===== config.mk =====
export PLATFORM = sky130hd
export DESIGN_NAME = izh_spike_decoder
export DESIGN_NICKNAME = d
export VERILOG_FILES = /design/src/rtl/izh_spike_decoder.sv
export SDC_FILE = /design/constraint.sdc
export NUM_CORES = 1
export LEC_CHECK = 0
export CORE_UTILIZATION = 60
export CTS_CLUSTER_DIAMETER = 100
export DETAILED_ROUTE_END_ITERATION = 8
export PLACE_DENSITY = 0.83
export SLEW_MARGIN = 30
export SYNTH_ARGS = -nofsm -noshare
export SYNTH_HDL_FRONTEND = slang
export SYNTH_SLANG_ARGS = --single-unit

===== constraint.sdc =====
create_clock -name clk -period 4.86 [get_ports clk]
set_clock_uncertainty 0.05 [all_clocks]
set_input_delay 0.972 -clock clk [delete_from_list [all_inputs] [get_ports clk]]
set_output_delay 0.972 -clock clk [all_outputs]
set_load 0.01 [all_outputs]

===== src/rtl/izh_spike_decoder.sv =====
// izh_spike_decoder
//   Receive-side decoder for the neuron membrane-voltage stream. It detects
//   spikes by threshold crossing with hysteresis, measures inter-spike
//   intervals (ISI) in accepted samples, and queues them in a show-ahead FIFO
//   that is drained through a valid/ready handshake.
//
//   Optional build macro: IZH_RATE_WINDOW_EN
//     When defined, this adds parameter WIN_LOG and output rate[7:0]. rate
//     holds the spike count of the last completed window of 2^WIN_LOG
//     accepted samples.
//
//   Ports
//     clk, rst      clock, asynchronous active-high reset
//     v_in          signed membrane voltage sample (VW bits)
//     v_valid       sample strobe
//     en            decoder enable; when low, all state holds
//     spike         one-cycle pulse per detected spike
//     isi_data      FIFO head ISI (0 when empty)
//     isi_valid     FIFO not empty
//     isi_ready     consumer pop
//     spike_count   spikes since reset; wraps at 16 bits
//     ovf           sticky: ISI dropped because the FIFO was full
//     ovf_clr       clears ovf; a same-cycle overflow takes priority
//     rate          (IZH_RATE_WINDOW_EN only) spikes in the last window
module izh_spike_decoder #(
  parameter int VW        = 8,
  parameter int ISI_W     = 16,
  parameter int DEPTH_LOG = 2,
  parameter int TH_HI     = 16,
  parameter int TH_LO     = -16
`ifdef IZH_RATE_WINDOW_EN
  ,parameter int WIN_LOG  = 8
`endif
) (
  input  logic                 clk,
  input  logic                 rst,
  input  logic signed [VW-1:0] v_in,
  input  logic                 v_valid,
  input  logic                 en,
  output logic                 spike,
  output logic [ISI_W-1:0]     isi_data,
  output logic                 isi_valid,
  input  logic                 isi_ready,
  output logic [15:0]          spike_count,
  output logic                 ovf,
  input  logic                 ovf_clr
`ifdef IZH_RATE_WINDOW_EN
  ,output logic [7:0]          rate
`endif
);

  localparam int DEPTH = 2 ** DEPTH_LOG;
  localparam logic [DEPTH_LOG:0]     FULL_CNT = (DEPTH_LOG+1)'(DEPTH);
  localparam logic [ISI_W-1:0]       ISI_MAX  = '1;
  localparam logic signed [VW-1:0]   HI       = VW'(TH_HI);
  localparam logic signed [VW-1:0]   LO       = VW'(TH_LO);

  typedef enum logic [1:0] {
    S_INIT,
    S_ARMED,
    S_REFRAC
  } state_t;

  state_t           state;
  logic [ISI_W-1:0] isi_cnt;
  logic             first_spike;

  logic             accept;
  logic             spike_evt;
  logic [ISI_W-1:0] isi_rec;
  logic             push;
  logic             pop;
  logic             full;
  logic             push_ok;

  logic [ISI_W-1:0]     mem [DEPTH];
  logic [DEPTH_LOG-1:0] wr_ptr;
  logic [DEPTH_LOG-1:0] rd_ptr;
  logic [DEPTH_LOG:0]   count;

  assign accept    = en && v_valid;
  assign spike_evt = accept && (state == S_ARMED) && (v_in >= HI);
  assign isi_rec   = (isi_cnt == ISI_MAX) ? ISI_MAX : isi_cnt + ISI_W'(1);

  // The very first spike after reset has no preceding spike, so no interval.
  assign push      = spike_evt && !first_spike;
  assign isi_valid = (count != '0);
  assign pop       = isi_valid && isi_ready;
  assign full      = (count == FULL_CNT);
  // When full, a simultaneous pop frees the slot the push needs.
  assign push_ok   = push && (!full || pop);
  assign isi_data  = isi_valid ? mem[rd_ptr] : '0;

  always_ff @(posedge clk or posedge rst) begin
    if (rst) begin
      state       <= S_INIT;
      isi_cnt     <= '0;
      first_spike <= 1'b1;
      spike       <= 1'b0;
      spike_count <= '0;
      ovf         <= 1'b0;
    end else begin
      spike <= 1'b0;
      if (accept) begin
        case (state)
          S_INIT:   if (v_in <= LO) state <= S_ARMED;
          S_ARMED:  if (v_in >= HI) state <= S_REFRAC;
          S_REFRAC: if (v_in <= LO) state <= S_ARMED;
          default:  state <= S_INIT;
        endcase
        if (spike_evt) begin
          spike       <= 1'b1;
          spike_count <= spike_count + 16'd1;
          isi_cnt     <= '0;
          first_spike <= 1'b0;
        end else if (isi_cnt != ISI_MAX) begin
          isi_cnt <= isi_cnt + ISI_W'(1);
        end
      end
      if (push && full && !pop) begin
        ovf <= 1'b1;
      end else if (ovf_clr) begin
        ovf <= 1'b0;
      end
    end
  end

  always_ff @(posedge clk or posedge rst) begin
    if (rst) begin
      wr_ptr <= '0;
      rd_ptr <= '0;
      count  <= '0;
    end else begin
      if (push_ok) wr_ptr <= wr_ptr + 1'b1;
      if (pop)     rd_ptr <= rd_ptr + 1'b1;
      case ({push_ok, pop})
        2'b10:   count <= count + 1'b1;
        2'b01:   count <= count - 1'b1;
        default: count <= count;
      endcase
    end
  end

  // Storage needs no reset: isi_data is masked while the FIFO is empty.
  always_ff @(posedge clk) begin
    if (push_ok) mem[wr_ptr] <= isi_rec;
  end

`ifdef IZH_RATE_WINDOW_EN
  logic [WIN_LOG-1:0] win_pos;
  logic [7:0]         win_spk;

  // rate loads the count accumulated before the final window sample; a spike
  // on that final sample seeds the next window instead.
  always_ff @(posedge clk or posedge rst) begin
    if (rst) begin
      win_pos <= '0;
      win_spk <= '0;
      rate    <= '0;
    end else if (accept) begin
      win_pos <= win_pos + 1'b1;
      if (&win_pos) begin
        rate    <= win_spk;
        win_spk <= spike_evt ? 8'd1 : 8'd0;
      end else if (spike_evt && (win_spk != 8'hFF)) begin
        win_spk <= win_spk + 8'd1;
      end
    end
  end
`endif

endmodule


# After elaboration in Yosys (flattened, before gate mapping)
# Memories as Yosys holds them, arrays and structs flattened.
# Cells that the tools add are included.
# Widths: inputs -> output; s select.
word_totals:
  ff_bits: 44
  in_bits: 14
  memories: 1
  mem_bits_rw: 64
  elab_cells: 62
op_classes:
  n_eq_ne: 9
  muxes: 14
  n_lt_le_gt_ge: 2
  reduce_logical: 21
  n_addsub: 6
memory_table:
  columns: ["name", "depth", "word_bits", "rd", "rd_ports_with_merged_regs", "write_ports", "line_no", "text"]
  rows:
  - ["mem", 4, 16, 1, 0, 1, "76", "logic [ISI_W-1:0] mem [DEPTH];"]
op_table:
  columns: ["operator", "n"]
  rows:
  - ["$mux 16", 4]
  - ["$add 16x1->16 const B", 2]
  - ["$eq 16x16->1 const B", 1]
  - ["$ne 16x16->1 const B", 1]
  - ["$ge 8x6->1 const B", 1]
  - ["$le 8x5->1 const B", 1]
  - ["$logic_and 1x1->1", 8]
  - ["$mux 1", 6]
  - ["$pmux 3 s2", 1]
  - ["$reduce_bool 2->1", 3]
  - ["$add 2x1->2 const B", 2]
  - ["$eq 2x1->1 const B", 2]
  - ["$eq 2x2->1 const B", 2]
  - ["$mux 2", 2]
  - ["$ne 2x1->1 const B", 2]
  - ["$pmux 2 s2", 1]
  - ["$reduce_and 2->1", 2]
  - ["$add 3x1->3 const B", 1]
  - ["$eq 3x3->1 const B", 1]
  - ["$logic_not 1->1", 3]
  - ["$reduce_and 3->1", 1]
  - ["$reduce_bool 3->1", 1]
  - ["$sub 3x1->3 const B", 1]
  - ["$logic_not 2->1", 1]
  - ["2 further kinds", 2]

# Longest topological paths before layout
depth:
  ltp_word: 7
  ltp_mapped: 8
  ltp_nobuf: 7

# Worst setup path before layout
# Ideal clock, no wire load.
synth_timing:
  path_type: "input port to flip-flop"
  startpoint: "input en"
  endpoint: "register count[2]"
  t_arrival_ps: 2626
  setup_time_ps: 79
  path_stages: 7
  t_required_ps: 4731
  n_path_buf: 1
  path_slack_ps: 2105
  cell_sequence: "nand4b_1 nor4_1 buf_2 nor2_1 fa_1 o31ai_1 xor2_1"
synth_via:
  elab_chain_len: 7
  word_cells_on_any_way: 9
  classes_between: "eq/ne: 2; mux: 1; reduce/logical: 6"
synth_lines:
  columns: ["element", "line_no", "text"]
  rows:
  - ["start: declaration", "39", "input logic en,"]
  - ["$logic_and 1x1->1 (*)", "81", "assign accept = en && v_valid;"]
  - ["$logic_and 1x1->1 (*) (2 in series)", "82", "assign spike_evt = accept && (state == S_ARMED) && (v_in >= HI);"]
  - ["$logic_and 1x1->1 (*)", "86", "assign push = spike_evt && !first_spike;"]
  - ["$logic_and 1x1->1 (*)", "91", "assign push_ok = push && (!full || pop);"]
  - ["$eq 2x1->1 or $eq 2x2->1 (tied branches)", "136", "case ({push_ok, pop})"]
  - ["$pmux 3 s2 or $reduce_bool 2->1 (tied branches)", null, null]
  - ["end signal: assignment", "137", "2'b10: count <= count + 1'b1;"]
  - ["end signal: assignment", "138", "2'b01: count <= count - 1'b1;"]
  - ["end signal: assignment", "139", "default: count <= count;"]
  - ["end: declaration", "79", "logic [DEPTH_LOG:0] count;"]
# Every way passes the cells marked *; elsewhere a longest branch is shown, timed or not.
# A chain may end at the register's enable or synchronous reset.

# Worst setup path after layout
layout_timing:
  startpoint: "register rd_ptr[0]"
  endpoint: "output isi_data[14]"
layout_via:
  elab_chain_len: 2
layout_lines:
  columns: ["element", "line_no", "text"]
  rows:
  - ["start: declaration", "78", "logic [DEPTH_LOG-1:0] rd_ptr;"]
  - ["start signal: assignment", "135", "if (pop) rd_ptr <= rd_ptr + 1'b1;"]
  - ["$mem_v2 4x16", null, null]
  - ["$mux 16", "92", "assign isi_data = isi_valid ? mem[rd_ptr] : '0;"]
  - ["end: declaration", "41", "output logic [ISI_W-1:0] isi_data,"]
# No other way between the ends.

==> metrics.cfg <==
[run_status]
outcome = complete, no violations

[power_and_ir_drop]
ir_drop_v = 0.000222
p_leak_uw = 0.00209
power_density_nw_per_um2 = 467
fin_total_pwr_uw = 2650

[placed_design]
dpl.cell_count = 496
portBuffers = 48
gp_congestion = 0.817
dpl.hpwl_mm = 5.80
placed_cell_area_um2 = 5470

[clock_network]
cts_tree = built
cts_buffers = 9
cts_resized = 0
ctsLongestPathBuffers = 2
hold_buffers = 0
cts_num_sinks = 108
htree_levels = 3
cts.clk_slew.worst_paths_ns = 0.10
clk_latency_ns = 0.37
postCtsSetupBuffers = 0
cts-root-buf = clkbuf_8

[cells_and_area]
fillers = 539
layout_common_cells = edfxtp_1 (64), clkdlybuf4s50_1 (48), dfrtp_1 (42)
fin_cells = 512
drive_above_1_share_pct = 12.4
diodes = 0
final_nets = 426
syn2layout_area_growth_pct = 14.6
final_util_pct = 72.3
final_common_cell = edfxtp_1
final_area_um2 = 5670

[global_routing]
grt-ovfl-total = 0
antenna_found_initial = 0
grt_usage_pct = 23.2
grt_max_degree = 45
grt_pass1_vias = 3047
grt_pass1_wl_mm = 15.0

[timing]
setup_viol = 0
post-route-min-period_ns = 3.38
slew_headroom_pct = 37.4
report.final.slew_viol_count = 0
worst_pin_slew_ns = 0.938
tns_ns = 0
post-route-period-util_pct = 69.5
rsz0062_at_grt = no
max_freq_mhz = 296
hold_viol_final = 0

[drt]
first_pass_iters = 4
wire_per_inst_um = 17.4
vias = 2999
drt-initial-drc-count = 200
post-route-drc-count = 0
ant_nets = 0
wl_mm = 8.89
avgViaCountPerCell = 5.86

[hold_path]
min_path_type = flop to flop
hold_end = spike_count[12]$_DFFE_PP0P_
hold_start = spike_count[12]$_DFFE_PP0P_
worstHoldPathCells = 1

[worst_setup_path]
worst-setup-path-type = flop to output port
r2r-start = count[0]$_DFFE_PP0P_
crit_chain = mux4_2 -> and2_1 -> clkdlybuf4s50_1
cpMaxStageDelayCell = dfrtp_2
cp_max_fo = 18
crit_required_ns = 3.84
startpoint_type = flop
cp-end-kind = output port
timing.rr.end = count[2]$_DFFE_PP0P_
reg2reg_depth = 6
rrSetupSlack_ns = 2.44
critPathArrivalTime_ns = 2.35
cp_slowest_stage_delay_ns = 0.77

[synthesis]
yosys-top-cells-area = edfxtp_1 (39%), dfrtp_1 (22%), mux4_2 (7.3%)
netlist.area_leader.share_pct = 38.8
synth-seq-area-share_pct = 61.1
netlist_area_um2 = 4950
synth_area_leader_cell = edfxtp_1
async_reset_ff_share_pct = 40.7
synth-edff-count = 64
ys.flop_type = edfxtp_1
yosysUniqueCellTypes = 47
syn_inst = 363
synth_nets = 384
syn_avg_cell_area_um2 = 13.6
synth_seq_cells = 108
yosysWarnings = 0

[die]
rows = 32
start_util_pct = 63.1
io_pins = 49
die_area_um2 = 8620
dieWidth_um = 92.8
die_h_um = 92.8
core-area_um2 = 7850

[run]
maxCapViolations = 0

-- cells by family (layout without fill, tap and decap cells) --
family                     after synthesis  count (layout)  synth area share, %
and+or+nand+nor                        143             143                 16.4
DFF                                    108             108                 61.1
xor gates and xnor gates                44              44                 7.79
buffers and inverters                   25              72                 2.60
muxes                                   20              20                 8.19
AOI/OAI and AO/OA                       16              16                 2.00
adders and majority gates                7               7                 1.92
-- critical path, delay by kind of cell (launching register included) --
kind	cells	cell delay [ns]
flops	1	0.77
mux	1	0.57
buf+inv	1	0.48
simple gates	1	0.17
-- cell type report --
cell class	instances	area, µm²	share of cell area, %
repair buffers	50	495	8.74
multi-input cells	230	1800	31.7
clock buffers	10	128	2.25
well taps	102	128	2.25
clock inverters	6	75.1	1.32
flip-flops and latches	108	3030	53.4
inverters	6	22.5	0.397
-- worst max path at each step --
stage                     depth (start not counted)  slack, ns                  start                    to
after floorplan                                   7       2.11                     en  count[2]$_DFFE_PP0P_
after global placement                            3       1.53  rd_ptr[0]$_DFFE_PP0P_           isi_data[1]
after detailed placement                          5       1.53                     en  mem[1][12]$_DFFE_PP_
after CTS                                         3       1.42  rd_ptr[0]$_DFFE_PP0P_           isi_data[8]
after global routing                              3       1.34  rd_ptr[0]$_DFFE_PP0P_          isi_data[12]
final                                             3       1.48  rd_ptr[0]$_DFFE_PP0P_          isi_data[14]
-- sequential cells by signal (all words and copies together) (netlist names) --
| signal | flops |
|---|---|
| mem | 64 |
| isi_cnt | 16 |
| count | 3 |
| ovf | 1 |
| wr_ptr | 2 |
| state | 2 |
| rd_ptr | 2 |
| first_spike | 1 |
| spike | 1 |
| spike_count | 16 |
-- per-stage QoR --
stage,setup slack (ns),hold slack [ns]
after CTS,1.42,0.448
after detailed placement,1.53,0.429
after global placement,1.53,0.417
after global routing,1.34,0.476
final,1.48,0.446
after floorplan,2.11,0.421
-- per-layer routing --
metal / share of wire, % / up-vias / global-route usage, %
met2: 49 / 88 / 37.6
met3: 3.8 / 20 / 3.61
met1: 44 / 1494 / 30.5
li1: - / 1397 / -
met5: 0 / - / 0
met4: 3.1 / 0 / 12.4
-- power by group --
| part | leakage, µW | switching (µW) | internal (µW) | total (µW) |
|---|---|---|---|---|
| Clock | 0.0000998 | 311 | 248 | 559 |
| Sequential | 0.00117 | 179 | 1110 | 1290 |
| Combinational | 0.000829 | 322 | 475 | 797 |
| Total | 0.00209 | 813 | 1840 | 2650 |
-- synthesized netlist by cell type, types with 3 or more instances --
cell and instances:
and4_1 4, or2_2 3, nand3_1 13, mux2_2 4, xnor2_1 35, nor4_1 5, edfxtp_1 64, and3_1 6
ha_1 6, buf_2 6, or3_1 3, inv_1 6, clkbuf_1 7, nor3_1 6, mux4_2 16, nand2_1 28
a21oi_1 4, and2_1 19, nor2_1 28, xor2_1 9, o21ai_0 6, dfrtp_1 43, nand4_1 11
No activity file was read; power rests on OpenSTA's default activity.
